File: src/rtl/console_decimal_formatter.sv
// -----------------------------------------------------------------------------
// console_decimal_formatter
//
// Takes one binary word and prints it as decimal ASCII text. The output is an
// optional '-' sign, then the digits most significant first with no leading
// zeros, then an optional terminator character (LF by default). Intended to
// sit between a value producer and an 8-bit console output stream.
//
// The magnitude is converted by repeated restoring division by 10. Each
// quotient bit takes one cycle, so each digit costs exactly `bits` cycles.
// Remainders are pushed into a small digit buffer, least significant digit at
// index 0. The buffer is then emitted from the top down.
//
// Handshake (both streams): a transfer happens on a rising clk edge where
// stb and ack are both 1. The producer raises stb with stable data and holds
// both until that edge. The consumer's ack may be high before stb rises; only
// coincidence with stb transfers. out1/out1_stb are registered.
//
// Ports:
//   clk        in   1     clock, all logic on the rising edge
//   rst        in   1     synchronous reset, active-high
//   in1        in   bits  value to print
//   in1_stb    in   1     in1 valid
//   in1_ack    out  1     ready to accept in1 (high only in IDLE)
//   out1       out  8     ASCII character
//   out1_stb   out  1     out1 valid
//   out1_ack   in   1     consumer accepts out1
//   state_dbg  out  3     current FSM state (IDLE=0 CONVERT=1 SIGN=2 EMIT=3 TERM=4)
//
// Parameters:
//   bits         input word width, 4..32
//   signed_mode  1 = in1 is two's complement, negatives print a '-'
//   digits       digit buffer depth, must satisfy 10^digits > 2^bits
//   terminator   ASCII code appended after the last digit
//   term_en      0 = no terminator character
// -----------------------------------------------------------------------------
module console_decimal_formatter #(
    parameter int         bits        = 16,
    parameter int         signed_mode = 0,
    parameter int         digits      = 5,
    parameter logic [7:0] terminator  = 8'd10,
    parameter int         term_en     = 1
) (
    input  logic            clk,
    input  logic            rst,
    input  logic [bits-1:0] in1,
    input  logic            in1_stb,
    output logic            in1_ack,
    output logic [7:0]      out1,
    output logic            out1_stb,
    input  logic            out1_ack,
    output logic [2:0]      state_dbg
);

    localparam int BCW  = $clog2(bits);
    localparam int CNTW = $clog2(digits + 1);

    typedef enum logic [2:0] {
        IDLE    = 3'd0,
        CONVERT = 3'd1,
        SIGN    = 3'd2,
        EMIT    = 3'd3,
        TERM    = 3'd4
    } state_t;

    state_t            state, state_next;
    logic [bits-1:0]   mag, mag_next;         // dividend, becomes quotient
    logic [3:0]        rem, rem_next;         // partial remainder, always < 10
    logic [BCW-1:0]    bit_cnt, bit_cnt_next; // quotient bit within a pass
    logic [CNTW-1:0]   count, count_next;     // digits held in the buffer
    logic              neg, neg_next;
    logic [3:0]        dbuf [digits];
    logic              push_en;

    logic [7:0]        out1_next;
    logic              out1_stb_next;

    // Capture-side sign/magnitude split. Negation is taken as an unsigned
    // bits-wide value so the most negative input yields 2^(bits-1).
    logic              in_neg;
    logic [bits-1:0]   in_mag;

    // One restoring-division step.
    logic [4:0]        trial;
    logic [4:0]        trial_sub;
    logic              trial_ge;
    logic [3:0]        step_rem;
    logic [bits-1:0]   step_q;
    logic              last_step;

    logic              transfer;
    logic [CNTW-1:0]   sel_idx;
    logic [3:0]        emit_digit;

    assign in1_ack   = (state == IDLE);
    assign state_dbg = state;
    assign transfer  = out1_stb && out1_ack;

    assign in_neg = (signed_mode != 0) && in1[bits-1];
    assign in_mag = in_neg ? (~in1 + {{(bits-1){1'b0}}, 1'b1}) : in1;

    assign trial     = {rem, mag[bits-1]};
    assign trial_sub = trial - 5'd10;
    assign trial_ge  = (trial >= 5'd10);
    assign step_rem  = trial_ge ? trial_sub[3:0] : trial[3:0];
    assign step_q    = {mag[bits-2:0], trial_ge};
    assign last_step = (bit_cnt == BCW'(bits - 1));

    // Next-state and datapath control.
    always_comb begin
        state_next   = state;
        mag_next     = mag;
        rem_next     = rem;
        bit_cnt_next = bit_cnt;
        count_next   = count;
        neg_next     = neg;
        push_en      = 1'b0;

        case (state)
            IDLE: begin
                // in1_ack is high here, so stb alone completes the transfer.
                if (in1_stb) begin
                    mag_next     = in_mag;
                    neg_next     = in_neg;
                    rem_next     = '0;
                    bit_cnt_next = '0;
                    count_next   = '0;
                    state_next   = CONVERT;
                end
            end

            CONVERT: begin
                mag_next = step_q;
                if (last_step) begin
                    // End of a pass: remainder is the next digit, quotient
                    // is the next dividend. A zero quotient ends conversion,
                    // which also makes a zero input take exactly one pass.
                    push_en      = 1'b1;
                    count_next   = count + CNTW'(1);
                    rem_next     = '0;
                    bit_cnt_next = '0;
                    if (step_q == '0) begin
                        state_next = neg ? SIGN : EMIT;
                    end
                end else begin
                    rem_next     = step_rem;
                    bit_cnt_next = bit_cnt + BCW'(1);
                end
            end

            SIGN: begin
                if (transfer) begin
                    state_next = EMIT;
                end
            end

            EMIT: begin
                if (transfer) begin
                    count_next = count - CNTW'(1);
                    if (count == CNTW'(1)) begin
                        state_next = (term_en != 0) ? TERM : IDLE;
                    end
                end
            end

            TERM: begin
                if (transfer) begin
                    state_next = IDLE;
                end
            end

            default: begin
                state_next = IDLE;
            end
        endcase
    end

    // Digit that will be on display after this edge: the top of the buffer
    // as it will stand once any pop has taken effect.
    always_comb begin
        sel_idx    = count_next - CNTW'(1);
        emit_digit = 4'd0;
        for (int i = 0; i < digits; i++) begin
            if (sel_idx == CNTW'(i)) begin
                emit_digit = dbuf[i];
            end
        end
    end

    // Output register loading. Entering an emitting state leaves out1_stb
    // low for one cycle; the character is loaded on the following edge. On
    // every transfer the next character is loaded in the same edge, giving
    // one character per cycle when the consumer never stalls.
    always_comb begin
        out1_next     = out1;
        out1_stb_next = out1_stb;

        case (state)
            SIGN, EMIT, TERM: begin
                if (!out1_stb || transfer) begin
                    out1_stb_next = (state_next != IDLE);
                    case (state_next)
                        SIGN:    out1_next = 8'h2D;
                        EMIT:    out1_next = 8'h30 + {4'd0, emit_digit};
                        TERM:    out1_next = terminator;
                        default: out1_next = out1;
                    endcase
                end
            end
            default: begin
                out1_stb_next = 1'b0;
            end
        endcase
    end

    always_ff @(posedge clk) begin
        if (rst) begin
            state    <= IDLE;
            mag      <= '0;
            rem      <= '0;
            bit_cnt  <= '0;
            count    <= '0;
            neg      <= 1'b0;
            out1     <= 8'h00;
            out1_stb <= 1'b0;
        end else begin
            state    <= state_next;
            mag      <= mag_next;
            rem      <= rem_next;
            bit_cnt  <= bit_cnt_next;
            count    <= count_next;
            neg      <= neg_next;
            out1     <= out1_next;
            out1_stb <= out1_stb_next;
        end
    end

    // Digit storage needs no reset: count bounds what is ever read.
    always_ff @(posedge clk) begin
        if (!rst && push_en) begin
            for (int i = 0; i < digits; i++) begin
                if (count == CNTW'(i)) begin
                    dbuf[i] <= step_rem;
                end
            end
        end
    end

endmodule
File: config.mk
export PLATFORM = sky130hd
export DESIGN_NAME = console_decimal_formatter
export DESIGN_NICKNAME = d
export VERILOG_FILES = /design/src/rtl/console_decimal_formatter.sv
export SDC_FILE = /design/constraint.sdc
export NUM_CORES = 1
export LEC_CHECK = 0
export BUFFER_PORTS_ARGS = -buffer_cell sky130_fd_sc_hd__buf_2
export CORE_MARGIN = 3
export CORE_UTILIZATION = 60
export CTS_CLUSTER_SIZE = 20
export DETAILED_ROUTE_END_ITERATION = 8
export GPL_TIMING_DRIVEN = 0
export MAX_ROUTING_LAYER = met4
export PLACE_DENSITY = 0.82
export SYNTH_ARGS = -nofsm -noshare
export SYNTH_HDL_FRONTEND = slang
export SYNTH_SLANG_ARGS = --single-unit
File: constraint.sdc
create_clock -name clk -period 4.3 [get_ports clk]
set_input_delay 0.43 -clock clk [delete_from_list [all_inputs] [get_ports clk]]
set_output_delay 0.43 -clock clk [all_outputs]
set_load 0.05 [all_outputs]
# Yosys cells after proc, flatten, opt, wreduce, memory -nomap -nowiden
# Memory sizes are Yosys's and may differ from the RTL's.
# Cells that the tools add are included.
# op_classes
addsub,6
order_cmp,1
eq_ne,17
muxes,55
n_bitwise,1
reduce_logical,20
# op_table
operator,n
2-to-1 mux 4 bit,13
2-to-1 mux 3 bit,14
case mux 16 bit (2 select lines),1
"equality test 3 x 2 -> 1 bit, second input constant",8
case mux 8 bit (3 select lines),1
2-to-1 mux 1 bit,21
logical NOT 16 bit,1
2-to-1 mux 16 bit,1
case mux 4 bit (2 select lines),2
OR reduction 4 bit,4
case mux 3 bit (5 select lines),1
"equality test 3 bit, second input constant",4
"equality test 3 x 1 -> 1 bit, second input constant",3
logical NOT 3 bit,3
case mux 3 bit (3 select lines),1
"adder 6 x 4 -> 7 bit, first input constant",1
nonzero test 3 bit,2
"subtractor 3 x 1 -> 3 bit, second input constant",2
">= comparator 5 x 4 -> 1 bit, second input constant",1
"adder 4 x 1 -> 4 bit, second input constant",1
"equality test 4 bit, second input constant",1
"subtractor 4 bit, second input constant",1
"adder 3 x 1 -> 3 bit, second input constant",1
AND reduction 3 bit,1
other kinds (9),11
# totals
ff_bits,39
ram_bits,20
inputBits,20
output_inout_bits,13
elab_cells,108
memories,1
# memory_table
name,depth,width,read_ports,rd_clocked_by_memory_dff,wr,line_no,text
dbuf,5,4,5,0,1,72,logic [3:0] dbuf [digits];

# Logic depth before layout (Yosys ltp)
# Gate-level depths: netlist (run 1).
# logic_depth
ltp_word,12
ltp_mapped,9
ltp_nobuf,8

# Worst setup path before layout (run 1)
# No wires, ideal clock.
# synth_timing
kind,register -> register
startpoint,register state[1] (netlist: state_dbg[1])
endpoint,register out1[3]
setup_ps,118
arrival_time_ps,2433
required_ps,4182
path_slack_ps,1750
path_stages_with_launch,8
path_buffers,1
synth_period_minus_slack_ps,2550
cell_sequence,dfxtp_1 -> buf_2 -> or3b_4 -> o221ai_2 -> a211oi_2 -> mux2_4 -> a2111o_1 -> o2111a_1
# synth_between
elab_chain_len,11
word_cells_on_any_way,33
cone_classes,2 x add/sub; 11 x eq/ne; 15 x mux; 5 x reduce/logical
# synth_rtl
item,line_no,text
start: declaration,66,"state_t state, state_next;"
start signal: assignment,227,state <= state_next;
equality test 3 x 2 -> 1 bit (tied with other cells),"119, 198",
case mux 3 bit (3 select lines),119,case (state)
subtractor 3 x 1 -> 3 bit,181,sel_idx = count_next - CNTW'(1);
logical NOT 3 bit,184,if (sel_idx == CNTW'(i)) begin
2-to-1 mux 4 bit (5 in series),184,
adder 6 x 4 -> 7 bit,204,"EMIT: out1_next = 8'h30 + {4'd0, emit_digit};"
case mux 8 bit (3 select lines),202,case (state_next)
end signal: assignment,233,out1 <= out1_next;
end: declaration,49,"output logic [7:0] out1,"
# Several ways; a longest one is shown, not always the timed one. The select of a mux whose other input is x is not followed.
# A chain may end at the register's enable or synchronous reset.

# Final worst setup path (run 1)
# layout_timing
startpoint,register bit_cnt[0]
endpoint,register out1[3]
# layout_between
elab_chain_len,12
word_cells_on_any_way,23
cone_classes,2 x add/sub; 8 x eq/ne; 10 x mux; 3 x reduce/logical
# layout_rtl
item,line_no,text
start: declaration,69,"logic [BCW-1:0] bit_cnt, bit_cnt_next;"
start signal: assignment,230,bit_cnt <= bit_cnt_next;
equality test 4 bit *,107,assign last_step = (bit_cnt == BCW'(bits - 1));
2-to-1 mux 3 bit,134,if (last_step) begin
case mux 3 bit (3 select lines),119,
subtractor 3 x 1 -> 3 bit,181,
logical NOT 3 bit,184,
2-to-1 mux 4 bit (5 in series),184,
adder 6 x 4 -> 7 bit,204,
case mux 8 bit (3 select lines),202,
# Every way passes the cells marked *; elsewhere a longest branch is shown, timed or not. The select of a mux whose other input is x is not followed.

==> results.tsv, run 1 <==
metric	value	unit
status	complete, no violations	
synthArstFlopShare	0	%
nNetsFinal	364	
drive_gt1_share	18.5	%
leakagePower	1.28	nW
start_util	63.2	%
dp_hpwl	4550	um
use_met2	38.1	%
cp_cell_sequence	ha_1, and3_1, o221ai_2, a211oi_2, mux2_4, a2111o_1, o2111a_1	
place.gp.congestion	0.960	
fin_cells	393	
clock_latency	0.34	ns
drtPass1Iterations	5	
synthCells	295	
cts_setup_buffers	0	
portBuffers	29	
synth_edf_count	20	
fin_tns_setup	0	ns
gr-usage-met3	6.89	%
yosysWarningCount	0	
synth_area	2810	um^2
finalSetupViolations	0	
p_sw_share	24.2	%
fmax	0.368	GHz
busiest_layer	met2	
grt_pass1_wl	10400	um
ys_seq_elements	57	
rsz0062_at_grt	no	
syn_to_final_growth	14.8	%
cpMaxStageDelayCell	a211oi_2	
rows	24	
cts_root_buffer	clkbuf_8	
clk_pin_slew	0.06	ns
track_usage	26.2	%
dp.cells	377	
internal-power	0.897	mW
max_stage_delay	0.58	ns
grt.overflow.total	0	
ant_nets	0	
p_switching	0.286	mW
vias	2438	
drt_iter0_drc	263	
tightest_slew	0.723	ns
placed_area	3020	um^2
core	4440	um^2
drc	0	
fin_ws	1.58	ns
fin_crit	2.72	ns
die_y	74.4	um
cts-resized-gates	0	
start_kind	register	
finClkSkew	0.00873	ns
cp_max_fo	7	
synth_ff_type	dfxtp_1	
cts_buffers	9	
die-area	5540	um^2
syn_area_per_cell	9.52	um^2
final_cell_mix	39 x nand2_1, 37 x dfxtp_1, 36 x nor2_1, 33 x buf_2, 20 x edfxtp_1	
cpLargestDelayFamily	compound AO/OA/AOI/OAI gates	
ir_drop	239	uV
die_w	74.4	um
via_per_inst	6.20	
antenna_cells	0	
maxSlewHeadroom	51.5	%
hold_buffers	0	
critPathBufInv	0	
dpl_worst_slack	1.63	ns
hp-class	input port to register	
htreeDepth	3	
ys_types	58	
fin_util	72.6	%
final_cell_area	3220	um^2
antenna_found_initial	0	
p_seq_share	49.6	%
final-hold-violation-count	0	
grt_pass1_vias	2146	
maxSlewViolCount	0	
cp.required	4.53	ns
fin_crit_sh	63.3	%
end_kind	register	
wl	6490	um
cts.sinks	57	
cts_tree	done	
use_met1	33.6	%
p_comb_share	8.1	%
cts_buffer_depth	2	
final_common_cell	nand2_1	
clkPwrFrac	42.3	%
yosysSeqAreaShare	47.8	%
maxCapViolCount	0	
grt_max_degree	11	
avgRoutedWirePerCell	16.5	um
p_per_area	367	nW/um^2
ioPinCount	33	
cp.arrival	2.95	ns
path_class	register to register	
==> per-layer routing <==
layer	share of wire (%)	wire [um]
met1	44	2830
met2	46	2980
met3	8.1	525
met4	2.3	148
met5	0	0
==> power by group through the flow <==
stage	registers (mW)	logic [mW]	clock network (mW)
2_1_floorplan	0.597	0.0643	0
3_3_place_gp	0.598	0.0909	0
3_5_place_dp	0.598	0.0931	0
4_1_cts	0.587	0.0943	0.502
5_1_grt	0.590	0.106	0.530
6_report	0.587	0.0953	0.500
==> state kept, by name, indices dropped and copies added, names as in the netlist <==
name	flops
dbuf	20
count	3
rem	4
mag	16
bit_cnt	4
state_dbg	3
out1_stb	1
out1	6
==> metrics by stage <==
stage	hold WS (ns)	total power [mW]
after floorplan	0.446	0.661
after global placement	0.456	0.689
after detailed placement	0.459	0.691
after CTS	0.344	1.18
after global routing	0.348	1.22
final	0.354	1.18
==> Yosys cell counts (2+ instances only) <==
cell | n | area share (%)
nand3_1 | 3 | 0.53
ha_1 | 8 | 3.6
inv_1 | 10 | 1.3
nor3b_1 | 2 | 0.53
nand4_1 | 2 | 0.45
edfxtp_1 | 20 | 21
nand3b_1 | 4 | 1.1
nand2b_1 | 6 | 1.3
a211o_1 | 3 | 0.94
nor2_1 | 36 | 4.8
nor4bb_1 | 2 | 0.71
o21ai_0 | 7 | 1.2
o22ai_1 | 2 | 0.45
buf_4 | 2 | 0.53
mux2_2 | 3 | 1.2
and2_1 | 7 | 1.6
nor4_1 | 4 | 0.89
nor3_1 | 6 | 1.1
a211oi_1 | 4 | 1.1
a21oi_1 | 11 | 2.0
buf_2 | 4 | 0.71
o211ai_1 | 2 | 0.53
o21a_1 | 5 | 1.3
clkbuf_1 | 10 | 1.3
dfxtp_1 | 37 | 26
mux2i_1 | 2 | 0.71
nand2_1 | 39 | 5.2
and3_1 | 3 | 0.67
a22oi_1 | 6 | 1.6
a311oi_1 | 17 | 5.3
==> worst min-delay path, cell delays in order <==
cell and delay (ns):
buf_2 0.09, nand2_1 0.04, a311oi_1 0.07
==> logic make-up after synthesis <==
kind of cell | count (synthesis) | share of synthesized area [%]
compound gates | 77 | 21.6
mux | 6 | 2.45
other cells | 1 | 0.134
flops | 57 | 47.8
buf+inv | 28 | 4.46
simple gates | 118 | 20.1
fa+ha+maj | 8 | 3.57
==> cell type report <==
| cell class | instances | area, um^2 |
|---|---|---|
| plain buffers | 18 | 87.6 |
| clock buffers | 15 | 198 |
| clock inverters | 1 | 5.00 |
| fillers | 327 | 1220 |
| inverters | 10 | 37.5 |
| multi-input cells | 211 | 1350 |
| flip-flops and latches | 57 | 1340 |
| well taps | 52 | 65.1 |
| repair buffers | 29 | 145 |
==> worst paths after layout <==
kind | from | slack (ns) | cells past startpoint | endpoint
worst max register to register | bit_cnt[0] | 1.58 | 7 | out1[3]
worst min-delay path | in1[11] | 0.35 | 3 | mag[11]
worst max-delay path | bit_cnt[0] | 1.58 | 7 | out1[3]
worst min register to register | out1[4] | 0.47 | 2 | out1[4]
(Power assumes the default switching activity.)
==> inputs of run 2 (changes only) <==
CORE_UTILIZATION = 58   (was 60)
PLACE_DENSITY = 0.79   (was 0.82)
clock period = 2.6 ns   (was 4.3 ns; I/O delays follow)
==> results.tsv, run 2 (synthesized netlist as in run 1, its figures left out) <==
metric	value	unit	change
status	complete, no violations		
ir_drop	330	uV	+38%
maxSlewHeadroom	52.3	%	+0.85 points
die_y	75.6	um	+1.6%
vias	2423		-0.62%
die-area	5710	um^2	+3.2%
finalSetupViolations	0		unchanged
critPathBufInv	1		+1
cts.sinks	57		unchanged
syn_to_final_growth	14.7	%	
p_seq_share	53.2	%	+3.6 points
hp-start	in1[5]		
use_met1	32.1	%	-1.5 points
fin_util	71.5	%	-1.1 points
clkPwrFrac	38.3	%	-4.0 points
grt_pass1_wl	10200	um	-1.3%
nNetsFinal	366		+0.55%
top_regs	dbuf (20), mag (16), out1 (6)		
die_w	75.6	um	+1.6%
fin_crit	2.50	ns	-0.223 ns
fin_ws	0.102	ns	-1.48 ns
dpl_worst_slack	-0.0634	ns	-1.69 ns
busiest_layer	met2		
via_per_inst	6.13		-1.1%
core	4500	um^2	+1.4%
drt_iter0_drc	259		-1.5%
hold_buffers	0		unchanged
fmax	0.400	GHz	+8.9%
path_class	register to register		
max_flop_register	dbuf		
p_switching	0.460	mW	+61%
cp.arrival	2.72	ns	-0.23 ns
r2r-start	count[1]		
gr-usage-met3	8.84	%	+1.9 points
largest_reg_flops	20		unchanged
dp_hpwl	4570	um	+0.46%
hp-class	input port to register		
max_stage_delay	0.47	ns	-0.11 ns
ant_nets	0		unchanged
start_util	62.3	%	-0.84 points
end_kind	register		
crit_path_start	count[1]		
finClkSkew	0.00589	ns	-0.00285 ns
seq_area	1340	um^2	unchanged
final-hold-violation-count	0		unchanged
cpMaxStageDelayCell	dfxtp_1		
grt.overflow.total	0		unchanged
cp.required	2.83	ns	-1.70 ns
antenna_found_initial	0		unchanged
drc	0		unchanged
clk_pin_slew	0.06	ns	about the same
track_usage	25.0	%	-1.2 points
grt_pass1_vias	2073		-3.4%
final_cell_mix	39 x nand2_1, 37 x dfxtp_1, 36 x nor2_1, 33 x buf_2, 20 x edfxtp_1		
fillers	358		+9.5%
cts_buffers	9		unchanged
cpLargestDelayFamily	compound AO/OA/AOI/OAI gates		
cp_cell_sequence	inv_1, ha_1, nand3b_1, a21oi_1, a211oi_4, mux2_4, a2111o_1, o2111a_1		
leakagePower	1.27	nW	-0.90%
portBuffers	29		unchanged
drive_gt1_share	18.7	%	+0.18 points
multi_input_area	1360	um^2	+1.3%
use_met2	37.6	%	-0.56 points
antenna_cells	0		unchanged
maxCapViolCount	0		unchanged
p_comb_share	8.5	%	+0.4 points
cts_tree	done		
clock_latency	0.33	ns	about the same
tightest_slew	0.713	ns	-0.00940 ns
htreeDepth	3		unchanged
p_sw_share	25.2	%	+1.0 points
drtPass1Iterations	7		+2
grt_max_degree	11		unchanged
final_common_cell	nand2_1		
cp_max_fo	7		unchanged
avgRoutedWirePerCell	16.2	um	-1.8%
r2r_slack	0.10	ns	-1.48 ns
start_kind	register		
fin_crit_sh	96.1	%	+33 points
internal-power	1.37	mW	+52%
wl	6410	um	-1.3%
rows	24		unchanged
place.gp.congestion	0.877		-8.6%
ioPinCount	33		unchanged
cts_root_buffer	clkbuf_8		
p_per_area	567	nW/um^2	+55%
maxSlewViolCount	0		unchanged
cts_buffer_depth	2		unchanged
[run 2: cell count changes in the layout (fill, tap and decap cells not counted), sizes merged]
cell,before,now
clkbuf,25,22
buf,37,39
clkinvlp,0,1
clkinv,1,3
[run 2: worst paths after layout]
path / cells past startpoint / end
min reg2reg: 2 / out1[4]
min: 3 / mag[5]
max: 8 / out1[3]
max reg2reg: 8 / out1[3]
[run 2: what timing repair did]
action                                  in CTS  in global routing
pin swaps                                    0                  1
endpoints found under the setup margin       1                  2
buffers inserted                             0                  2
gates resized for setup                      2                  1
hold endpoints to repair                     0                  0
[run 2: per-stage QoR]
stage / instance area [um^2] / setup TNS, ns / power (mW) / cells / hold WS, ns
floorplan: 2810 / 0 / 1.09 / 296 / 0.422
global placement: 3020 / -0.0315 / 1.14 / 377 / 0.454
finish: 3220 / 0 / 1.83 / 395 / 0.195
global route: 3220 / -0.0527 / 1.90 / 395 / 0.177
detailed placement: 3020 / -0.0634 / 1.14 / 377 / 0.459
CTS: 3200 / 0 / 1.83 / 393 / 0.180
[run 2: metal layers]
layer | part of all wire [%] | up-vias
li1 | - | 1182
met1 | 44 | 1135
met2 | 47 | 98
met3 | 7.5 | 8
met4 | 1.2 | 0
met5 | 0 | -
[run 2: tightest hold or removal path: stages]
cell      delay, ns
buf_2          0.10
nand2_1        0.04
a311oi_1       0.08
[run 2: cell type report]
type	instances	share of cell area (%)
Multi-Input combinational cell	211	42.3
Sequential cell	57	41.7
Buffer	18	2.72
Tap cell	52	2.02
Clock inverter	4	0.622
Clock buffer	12	4.51
Timing Repair Buffer	31	4.97
Inverter	10	1.17
[run 2: power by group through the flow]
| stage | clock (mW) | combinational [mW] | sequential (mW) |
|---|---|---|---|
| floorplan | 0 | 0.106 | 0.987 |
| global placement | 0 | 0.151 | 0.989 |
| detailed placement | 0 | 0.153 | 0.990 |
| CTS | 0.708 | 0.155 | 0.971 |
| global route | 0.753 | 0.173 | 0.975 |
| finish | 0.699 | 0.156 | 0.971 |
